--- src/rtl/bpu_pkg.sv ---
// Shared BPU definitions: table write kinds and the write-arbiter FSM states.
package bpu_pkg;

  typedef enum logic [1:0] {
    WR_ALLOC  = 2'b00,
    WR_UPDATE = 2'b01,
    WR_CLEAR  = 2'b10
  } wr_kind_e;

  typedef enum logic {
    ST_IDLE  = 1'b0,
    ST_CLEAR = 1'b1
  } arb_state_e;

endpackage : bpu_pkg

--- src/rtl/bpu_upd_fifo.sv ---
// Update FIFO for resolved-branch writes waiting on the table write port.
// Ports:
//   clk_i, rst_i   clock, async active-high reset (pointers only)
//   flush_i        discard all contents (wins over push/pop)
//   push_i/data_i  enqueue (ignored when full)
//   pop_i          dequeue head (ignored when empty)
//   data_o         head entry, valid when empty_o=0
//   full_o/empty_o occupancy flags
module bpu_upd_fifo #(
  parameter int unsigned DEPTH = 4,
  parameter int unsigned WIDTH = 8
) (
  input  logic             clk_i,
  input  logic             rst_i,
  input  logic             flush_i,
  input  logic             push_i,
  input  logic [WIDTH-1:0] data_i,
  input  logic             pop_i,
  output logic [WIDTH-1:0] data_o,
  output logic             full_o,
  output logic             empty_o
);

  localparam int unsigned AW = (DEPTH > 1) ? $clog2(DEPTH) : 1;
  localparam logic [AW-1:0] LAST = AW'(DEPTH - 1);
  localparam logic [AW:0]   FULL_CNT = (AW + 1)'(DEPTH);

  logic [WIDTH-1:0] mem_q [DEPTH];
  logic [AW-1:0]    wr_ptr_q, wr_ptr_d;
  logic [AW-1:0]    rd_ptr_q, rd_ptr_d;
  logic [AW:0]      count_q, count_d;
  logic             do_push, do_pop;

  assign full_o  = (count_q == FULL_CNT);
  assign empty_o = (count_q == '0);
  assign data_o  = mem_q[rd_ptr_q];
  assign do_push = push_i & ~full_o & ~flush_i;
  assign do_pop  = pop_i & ~empty_o & ~flush_i;

  always_comb begin
    wr_ptr_d = wr_ptr_q;
    rd_ptr_d = rd_ptr_q;
    count_d  = count_q;
    if (flush_i) begin
      wr_ptr_d = '0;
      rd_ptr_d = '0;
      count_d  = '0;
    end else begin
      if (do_push) wr_ptr_d = (wr_ptr_q == LAST) ? '0 : wr_ptr_q + 1'b1;
      if (do_pop)  rd_ptr_d = (rd_ptr_q == LAST) ? '0 : rd_ptr_q + 1'b1;
      count_d = count_q + (AW + 1)'(do_push) - (AW + 1)'(do_pop);
    end
  end

  always_ff @(posedge clk_i or posedge rst_i) begin
    if (rst_i) begin
      wr_ptr_q <= '0;
      rd_ptr_q <= '0;
      count_q  <= '0;
    end else begin
      wr_ptr_q <= wr_ptr_d;
      rd_ptr_q <= rd_ptr_d;
      count_q  <= count_d;
    end
  end

  // Storage needs no reset: entries are only read behind the count.
  always_ff @(posedge clk_i) begin
    if (do_push) mem_q[wr_ptr_q] <= data_i;
  end

endmodule : bpu_upd_fifo

--- src/rtl/bpu_write_arbiter.sv ---
// Single write port arbiter for the BPU table: allocations from decode,
// queued updates from execute, and a full-table clear sequence on flush.
// Ports:
//   clk_i, rst_i            clock, async active-high reset
//   stall_i                 blocks all table writes while high
//   flush_req_i             start/restart a full-table clear
//   alloc_valid_i/_pc_i     allocation request; alloc_ready_o = accepted
//   upd_valid_i/_addr_i/_taken_i/_target_i  resolved branch; upd_ready_o
//   wr_en_o, wr_kind_o, wr_addr_o, wr_pc_o, wr_target_o, wr_taken_o
//                           registered table write (one cycle per grant)
//   busy_o                  clear in progress
//   flush_done_o            pulses with the last clear write
module bpu_write_arbiter
  import bpu_pkg::*;
#(
  parameter int unsigned ENTRY_NUM = 64,
  parameter int unsigned XLEN      = 32,
  parameter int unsigned UPD_DEPTH = 4
) (
  input  logic                         clk_i,
  input  logic                         rst_i,
  input  logic                         stall_i,
  input  logic                         flush_req_i,
  input  logic                         alloc_valid_i,
  input  logic [XLEN-1:0]              alloc_pc_i,
  output logic                         alloc_ready_o,
  input  logic                         upd_valid_i,
  input  logic [$clog2(ENTRY_NUM)-1:0] upd_addr_i,
  input  logic                         upd_taken_i,
  input  logic [XLEN-1:0]              upd_target_i,
  output logic                         upd_ready_o,
  output logic                         wr_en_o,
  output logic [1:0]                   wr_kind_o,
  output logic [$clog2(ENTRY_NUM)-1:0] wr_addr_o,
  output logic [XLEN-1:0]              wr_pc_o,
  output logic [XLEN-1:0]              wr_target_o,
  output logic                         wr_taken_o,
  output logic                         busy_o,
  output logic                         flush_done_o
);

  localparam int unsigned TW = $clog2(ENTRY_NUM);
  localparam int unsigned FW = TW + 1 + XLEN;
  localparam logic [TW-1:0] LAST_IDX = TW'(ENTRY_NUM - 1);

  arb_state_e       state_q, state_d;
  logic [TW-1:0]    alloc_ptr_q, alloc_ptr_d;
  logic [TW-1:0]    clr_ptr_q, clr_ptr_d;

  logic             wr_en_q, wr_en_d;
  wr_kind_e         wr_kind_q, wr_kind_d;
  logic [TW-1:0]    wr_addr_q, wr_addr_d;
  logic [XLEN-1:0]  wr_pc_q, wr_pc_d;
  logic [XLEN-1:0]  wr_target_q, wr_target_d;
  logic             wr_taken_q, wr_taken_d;
  logic             flush_done_q, flush_done_d;

  logic             grant_alloc, grant_upd, grant_clr;
  logic             fifo_full, fifo_empty, fifo_push;
  logic [FW-1:0]    fifo_head;
  logic [TW-1:0]    head_addr;
  logic             head_taken;
  logic [XLEN-1:0]  head_target;

  assign alloc_ready_o = (state_q == ST_IDLE) & ~stall_i & ~fifo_full;
  assign upd_ready_o   = (state_q == ST_IDLE) & ~fifo_full;
  // A flush drops any same-cycle update even though upd_ready_o may be high.
  assign fifo_push     = upd_valid_i & upd_ready_o & ~flush_req_i;

  bpu_upd_fifo #(
    .DEPTH (UPD_DEPTH),
    .WIDTH (FW)
  ) u_upd_fifo (
    .clk_i   (clk_i),
    .rst_i   (rst_i),
    .flush_i (flush_req_i),
    .push_i  (fifo_push),
    .data_i  ({upd_addr_i, upd_taken_i, upd_target_i}),
    .pop_i   (grant_upd),
    .data_o  (fifo_head),
    .full_o  (fifo_full),
    .empty_o (fifo_empty)
  );

  assign {head_addr, head_taken, head_target} = fifo_head;

  always_comb begin
    state_d      = state_q;
    alloc_ptr_d  = alloc_ptr_q;
    clr_ptr_d    = clr_ptr_q;
    grant_alloc  = 1'b0;
    grant_upd    = 1'b0;
    grant_clr    = 1'b0;
    wr_kind_d    = WR_ALLOC;
    wr_addr_d    = '0;
    wr_pc_d      = '0;
    wr_target_d  = '0;
    wr_taken_d   = 1'b0;
    flush_done_d = 1'b0;

    if (flush_req_i) begin
      state_d     = ST_CLEAR;
      clr_ptr_d   = '0;
      alloc_ptr_d = '0;
    end else if (!stall_i) begin
      case (state_q)
        ST_IDLE: begin
          // A full FIFO blocks execute, so drain it ahead of decode.
          if (fifo_full)          grant_upd   = 1'b1;
          else if (alloc_valid_i) grant_alloc = 1'b1;
          else if (!fifo_empty)   grant_upd   = 1'b1;
        end
        ST_CLEAR: begin
          grant_clr = 1'b1;
          clr_ptr_d = clr_ptr_q + 1'b1;
          if (clr_ptr_q == LAST_IDX) begin
            state_d      = ST_IDLE;
            flush_done_d = 1'b1;
          end
        end
        default: state_d = ST_IDLE;
      endcase
    end

    if (grant_alloc) begin
      alloc_ptr_d = alloc_ptr_q + 1'b1;
      wr_kind_d   = WR_ALLOC;
      wr_addr_d   = alloc_ptr_q;
      wr_pc_d     = alloc_pc_i;
    end
    if (grant_upd) begin
      wr_kind_d   = WR_UPDATE;
      wr_addr_d   = head_addr;
      wr_target_d = head_target;
      wr_taken_d  = head_taken;
    end
    if (grant_clr) begin
      wr_kind_d = WR_CLEAR;
      wr_addr_d = clr_ptr_q;
    end
    wr_en_d = grant_alloc | grant_upd | grant_clr;
  end

  always_ff @(posedge clk_i or posedge rst_i) begin
    if (rst_i) begin
      state_q <= ST_IDLE;
    end else begin
      state_q <= state_d;
    end
  end

  always_ff @(posedge clk_i or posedge rst_i) begin
    if (rst_i) begin
      alloc_ptr_q  <= '0;
      clr_ptr_q    <= '0;
      wr_en_q      <= 1'b0;
      wr_kind_q    <= WR_ALLOC;
      wr_addr_q    <= '0;
      wr_pc_q      <= '0;
      wr_target_q  <= '0;
      wr_taken_q   <= 1'b0;
      flush_done_q <= 1'b0;
    end else begin
      alloc_ptr_q  <= alloc_ptr_d;
      clr_ptr_q    <= clr_ptr_d;
      wr_en_q      <= wr_en_d;
      wr_kind_q    <= wr_kind_d;
      wr_addr_q    <= wr_addr_d;
      wr_pc_q      <= wr_pc_d;
      wr_target_q  <= wr_target_d;
      wr_taken_q   <= wr_taken_d;
      flush_done_q <= flush_done_d;
    end
  end

  assign wr_en_o      = wr_en_q;
  assign wr_kind_o    = wr_kind_q;
  assign wr_addr_o    = wr_addr_q;
  assign wr_pc_o      = wr_pc_q;
  assign wr_target_o  = wr_target_q;
  assign wr_taken_o   = wr_taken_q;
  assign flush_done_o = flush_done_q;
  assign busy_o       = (state_q == ST_CLEAR);

endmodule : bpu_write_arbiter

--- config.mk ---
export PLATFORM = sky130hd
export DESIGN_NAME = bpu_write_arbiter
export DESIGN_NICKNAME = d
export VERILOG_FILES = /design/src/rtl/bpu_pkg.sv /design/src/rtl/bpu_upd_fifo.sv /design/src/rtl/bpu_write_arbiter.sv
export SDC_FILE = /design/constraint.sdc
export NUM_CORES = 1
export LEC_CHECK = 0
export BUFFER_PORTS_ARGS = -buffer_cell sky130_fd_sc_hd__buf_2
export CAP_MARGIN = 5
export CORE_MARGIN = 1.5
export CORE_UTILIZATION = 50
export CTS_CLUSTER_DIAMETER = 150
export CTS_CLUSTER_SIZE = 24
export DETAILED_ROUTE_END_ITERATION = 8
export GPL_TIMING_DRIVEN = 0
export PLACE_DENSITY = 0.7
export SYNTH_ARGS = -nofsm -noshare
export SYNTH_HDL_FRONTEND = slang
export SYNTH_HIERARCHICAL = 1
export SYNTH_SLANG_ARGS = --single-unit
export TNS_END_PERCENT = 1
--- constraint.sdc ---
create_clock -name clk_i -period 3.5 [get_ports clk_i]
set_clock_uncertainty 0.05 [all_clocks]
set_input_delay 0 -clock clk_i [delete_from_list [all_inputs] [get_ports clk_i]]
set_output_delay 0 -clock clk_i [all_outputs]
set_load 0.05 [all_outputs]
# --- Word-level counts from Yosys, hierarchy flattened ---
# Memory sizes are Yosys's and may differ from the RTL's.
# Index checks and enable logic that the tools add are counted.
word_totals:
  register_bits: 95
  ram_bits: 156
  inputBits: 77
  output_inout_bits: 78
  n_memories: 1
op_classes:
  n_addsub: 6
  n_eq_ne: 5
  muxes: 44
  bitwise_logic: 16
  reduce_logical: 6
memory_table:
  columns: ["name", "words", "word_bits", "read_ports", "rd_ports_with_merged_regs", "write_ports", "line_no", "rtl"]
  rows:
  - ["u_upd_fifo.mem_q", 4, 39, 1, 0, 1, "bpu_upd_fifo.sv:28", "logic [WIDTH-1:0] mem_q [DEPTH];"]
ops:
  columns: ["op", "count"]
  rows:
  - ["2-to-1 mux 32 bit", 2]
  - ["2-to-1 mux 6 bit", 8]
  - ["2-to-1 mux 1 bit", 26]
  - ["2-to-1 mux 2 bit", 7]
  - ["adder 6 x 1 -> 6 bit, second input constant", 2]
  - ["bitwise AND 1 bit", 9]
  - ["nonzero test 2 bit", 4]
  - ["== test 6 bit, second input constant", 1]
  - ["NOT 1 bit", 5]
  - ["adder 2 x 1 -> 2 bit, second input constant", 2]
  - ["== test 2 bit, second input constant", 2]
  - ["adder 3 x 1 -> 3 bit", 1]
  - ["== test 3 bit, second input constant", 1]
  - ["logical NOT 3 bit", 1]
  - ["2-to-1 mux 3 bit", 1]
  - ["subtractor 3 x 1 -> 3 bit", 1]
  - ["!= test 2 x 1 -> 1 bit, second input constant", 1]
  - ["OR 1 bit", 2]
  - ["AND reduction 2 bit", 1]

# --- Depth between registers and ports, before layout ---
depth:
  depth_word: 11
  ltp_mapped: 12
  mapped_depth_nobuf: 12

# --- By module ---
# The synthesis kept the hierarchy.
modules_own_cells:
  columns: ["mod", "n_inst", "cells_per_inst", "area_per_inst_um2", "seq_area_each_um2"]
  rows:
  - ["bpu_upd_fifo", 1, 252, 6110.9, 4859.7]
  - ["bpu_write_arbiter", 1, 250, 3171.8, 2202.1]

# --- Worst setup path after synthesis ---
# No wires, ideal clock.
synth_path:
  path_type: "register to register"
  from: "reg state_q, in the netlist busy_o"
  to: "mem u_upd_fifo/mem_q[3][0] in the netlist's numbering, enable pin"
  setup_time_ns: 0.400
  t_arrival_ns: 2.557
  setup_slack_ns: 0.492
  stages_incl_launch_ff: 6
  n_path_buf: 1
  cell_sequence: "dfrtp_1 -> clkbuf_1 -> nor4b_1 -> inv_1 -> nor3_1 -> and2_1"
synth_via:
  elab_chain_cells: 8
synth_lines:
  columns: ["element", "line_no", "rtl"]
  rows:
  - ["from (decl)", "bpu_write_arbiter.sv:46", "arb_state_e state_q, state_d;"]
  - ["from (signal assigned)", "bpu_write_arbiter.sv:148", "state_q <= state_d;"]
  - ["NOT 1 bit", null, null]
  - ["bitwise AND 1 bit", "bpu_write_arbiter.sv:66", "assign upd_ready_o = (state_q == ST_IDLE) & ~fifo_full;"]
  - ["bitwise AND 1 bit (2 in series)", "bpu_write_arbiter.sv:68", "assign fifo_push = upd_valid_i & upd_ready_o & ~flush_req_i;"]
  - ["named net fifo_push", "bpu_write_arbiter.sv:59", "logic fifo_full, fifo_empty, fifo_push;"]
  - ["bitwise AND 1 bit (2 in series)", "bpu_upd_fifo.sv:37", "assign do_push = push_i & ~full_o & ~flush_i;"]
  - ["2-to-1 mux 1 bit", "bpu_upd_fifo.sv:69", "if (do_push) mem_q[wr_ptr_q] <= data_i;"]
  - ["2-to-1 mux 1 bit (not written as such)", "bpu_upd_fifo.sv:69", null]
  - ["to (decl)", "bpu_upd_fifo.sv:28", null]
# The timed path passes the listed nets, and every way through them passes these cells.

# --- Final worst setup path ---
layout_path:
  from: "reg u_upd_fifo.count_q[1]"
  to: "reg u_upd_fifo.count_q[2]"
layout_lines:
  columns: ["element", "line_no", "rtl"]
  rows:
  - ["from (decl)", "bpu_upd_fifo.sv:31", "logic [AW:0] count_q, count_d;"]
  - ["from (signal assigned)", "bpu_upd_fifo.sv:63", "count_q <= count_d;"]
  - ["== test 3 bit", "bpu_upd_fifo.sv:34", "assign full_o = (count_q == FULL_CNT);"]
  - ["named net fifo_full", "bpu_write_arbiter.sv:59", null]
  - ["2-to-1 mux 1 bit", "bpu_write_arbiter.sv:109", "if (fifo_full) grant_upd = 1'b1;"]
  - ["2-to-1 mux 1 bit", "bpu_write_arbiter.sv:106", "case (state_q)"]
  - ["2-to-1 mux 1 bit", "bpu_write_arbiter.sv:105", "end else if (!stall_i) begin"]
  - ["2-to-1 mux 1 bit", "bpu_write_arbiter.sv:101", "if (flush_req_i) begin"]
  - ["named net grant_upd", "bpu_write_arbiter.sv:58", "logic grant_alloc, grant_upd, grant_clr;"]
  - ["bitwise AND 1 bit (2 in series)", "bpu_upd_fifo.sv:38", "assign do_pop = pop_i & ~empty_o & ~flush_i;"]
  - ["subtractor 3 x 1 -> 3 bit", "bpu_upd_fifo.sv:51", "count_d = count_q + (AW + 1)'(do_push) - (AW + 1)'(do_pop);"]
  - ["2-to-1 mux 3 bit", "bpu_upd_fifo.sv:44", "if (flush_i) begin"]
  - ["named net u_upd_fifo.count_d[2]", "bpu_upd_fifo.sv:31", null]
# The timed path passes the listed nets, and every way through them passes these cells.
# A chain may end at the register's enable or synchronous reset.

==> metrics.txt <==
Max VDD drop=0.4840 mV; final hold violations=0; Final GP Congestion=around 0.90; setup bufs post-CTS=0; crit end category=register; Core Util, Final=around 64%; outcome=finished with violations; maximum net fanout on the critical path=12; critical path launch point type=register; fmax=0.3081 GHz; Pint=just over 0.004 W; port bufs=~150; Root Driver=clkbuf_16; Initial Util=51.32%; chip height=around 140 um; Synth top area share=just over 50%; Layout fillers=about 1200; routed vias/inst=5.340; post-cts sizing count=0; number of max-cap violations=0; failing checks=design-rule violations; Total GRT Usage=about a fifth; die area=~19000 um^2; Synth Net Count=between 500 and 600; worst path required time=roughly 3.8 ns; Comb power frac=approximately 3.9%; Chip Width=roughly 140 um; Psw=0.001006 W; minimum clock period after layout=about 3.2 ns; hold-fix buffers at CTS=77; Post-route DRC=22; part of the cycle the worst path needs=between 90 and 100%; largest net degree at the start of global routing=61; Unique masters post-synth=39; grt met1 use=between 20% and 30%; clock latency on the worst-skew pair=0.49 ns; Setup WS post-layout=0.2544 ns; critical path type=register to register; core area=between 15000 and 20000 um^2; area occupied by multi-input gates=between 2000 and 2500 um^2; pre-CTS setup slack=approximately 0.29 ns; synthesized cell area=between 9000 and 10000 um^2; Ys Warns=6; drt total wl=approximately 19000 um; initial DRC count=338; Final Power=roughly 0.0050 W; M3 GR Usage=under 10%; flip-flop and latch area=7062 um^2; GR Util met2=35.04%; sequential element share of the synthesized area=76.07%; post-route ant nets=0; crit path DAT=3.56 ns; drt first pass iters=7; largest cells by area after synthesis=edfxtp_1 (50%), dfrtp_1 (26%), mux4_2 (9.5%), and2_1 (2.6%), and3_1 (2.2%); sequential power share=approximately 63%; worst hold path type=input port to async pin; initial antenna violation count=0; area leader, netlist=edfxtp_1; area delta synth->final=25.27%; synthesis-stage register bit count=between 200 and 300; Cell Rows=49; Num CTS Buffers=14; Final HPWL DP=between 10000 and 15000 um; Gate Count Post-Synth=approximately 500; gr ovfl total=0; CTS H-tree depth=1; clock share of power=33.4%; GR peak layer=met2; Final setup viols=0; I/O pin count=155; Slew @ Worst Pin=about 0.7 ns; WL/cell=around 19 um; Synth Area per Inst=roughly 18 um^2; Max-slew headroom=roughly 54%; ys flop type=edfxtp_1; switching share of power=about 20%; share of flip-flops with an asynchronous set or reset=around 38%; share of cells above drive strength 1=slightly above 30%; Max Slew Vio Count=0; Total Neg Setup Slack=0 ns; first-pass GRT wire length=a little over 30000 um; CTS clk-pin slew, worst paths=about 0.1 ns; clock tree buffer depth=3; P_leak=4.858 nW; # diodes=0; commonest non-fill, non-tap cell in the layout=buf_2; vias in the first global route=between 5000 and 6000; Final nets=between 800 and 900; pwr dens=433.2 nW/um^2; CTS tree=done; Post-synth EDFFs=around 160; RSZ-0062 raised after global routing=false; commonest cells after routing, fill and taps aside=buf_2 (158), edfxtp_1 (156), dfrtp_1 (95); routed vias=roughly 5300; Num Clock Sinks=about 250
## synth_stat cells, types with 2 or more instances
cell type	count
o21ai_0	7
or4_1	2
nand3_1	2
or3_1	7
o31ai_1	2
a21oi_1	15
nor4b_1	2
nor3_1	5
nand2_1	6
ha_1	9
dfrtp_1	95
inv_1	11
nor2b_1	4
and3_1	33
xnor2_1	4
and2_1	39
buf_2	6
nand3b_1	2
nor2_1	15
a32oi_1	5
clkbuf_1	15
buf_6	5
mux2i_1	2
mux4_2	39
edfxtp_1	156
## sequential cells by signal, summed over array words and instances, names as in the netlist, 3 cells and up
signal,count
u_upd_fifo/mem_q,156
wr_pc_o,32
wr_addr_o,6
u_upd_fifo/count_q,3
alloc_ptr_q,6
wr_target_o,32
clr_ptr_q,6
## power by group through the flow
stage | sequential [W] | clock, W | combinational, W
2_1_floorplan | 0.00324 | 0 | 0.0000357
3_3_place_gp | 0.00322 | 0 | 0.000120
3_5_place_dp | 0.00322 | 0 | 0.000131
4_1_cts | 0.00316 | 0.00175 | 0.000200
5_1_grt | 0.00316 | 0.00185 | 0.000220
6_report | 0.00316 | 0.00168 | 0.000198
## layout make-up
| cell class | instances | share of cell area [%] |
|---|---|---|
| Timing Repair Buffer | 234 | 14.10 |
| Multi-Input combinational cell | 213 | 17.53 |
| Tap cell | 229 | 2.464 |
| Sequential cell | 251 | 60.73 |
| Clock buffer | 22 | 3.271 |
| Inverter | 11 | 0.3766 |
| Buffer | 27 | 1.259 |
| Clock inverter | 2 | 0.2797 |
## per-stage QoR
stage / cell area [um^2] / cells / hold WS, ns
2_1_floorplan: 9283 / 502 / -0.2466
3_3_place_gp: 10330 / 883 / -0.09342
3_5_place_dp: 10450 / 888 / -0.06586
4_1_cts: 11630 / 989 / 0.04495
5_1_grt: 11630 / 989 / 0.1029
6_report: 11630 / 989 / 0.05407
## final timing paths
| path | endpoint | slack, ns | start | depth (start not counted) |
|---|---|---|---|---|
| worst max-delay path | u_upd_fifo/count_q[2]$_DFF_PP0_ | 0.25 | u_upd_fifo/count_q[1]$_DFF_PP0_ | 12 |
| worst min-delay path | wr_taken_o$_DFF_PP0_ | 0.05 | rst_i | 3 |
| worst max register to register | u_upd_fifo/count_q[2]$_DFF_PP0_ | 0.25 | u_upd_fifo/count_q[1]$_DFF_PP0_ | 12 |
| worst min register to register | wr_addr_o[5]$_DFF_PP0_ | 0.51 | alloc_ptr_q[5]$_DFFE_PP0P_ | 1 |
| max in group asynchronous | u_upd_fifo/wr_ptr_q[0]$_DFFE_PP0P_ | 2.64 | rst_i | 4 |
| min in group clk_i | wr_pc_o[30]$_DFF_PP0_ | 0.20 | alloc_pc_i[30] | 3 |
## metal layers
metal / part of all wire [%] / vias up / routed length [um]
li1: - / 2391 / -
met1: 40 / 2663 / 7572
met2: 51 / 205 / 9567
met3: 7.2 / 22 / 1348
met4: 1.6 / 0 / 300
met5: 0 / - / 0
## critical path, cell delays in order, from the launching register on
cell,delay [ns]
dfrtp_1,0.48
nor3b_2,0.63
o21bai_1,0.32
and2_1,0.27
o31ai_2,0.13
nor2_1,0.12
ha_1,0.24
inv_1,0.06
ha_1,0.15
inv_1,0.05
fa_1,0.38
xnor2_1,0.19
nor2_1,0.05
## logic make-up after synthesis
kind of cell,count (synthesis),synth area share (%)
flops,251,76.07
simple gates,124,8.060
mux,42,9.799
buf+inv,38,2.022
compound gates,32,2.143
fa+ha+maj,10,1.429
xor+xnor,5,0.4717
(Power assumes the default switching activity.)
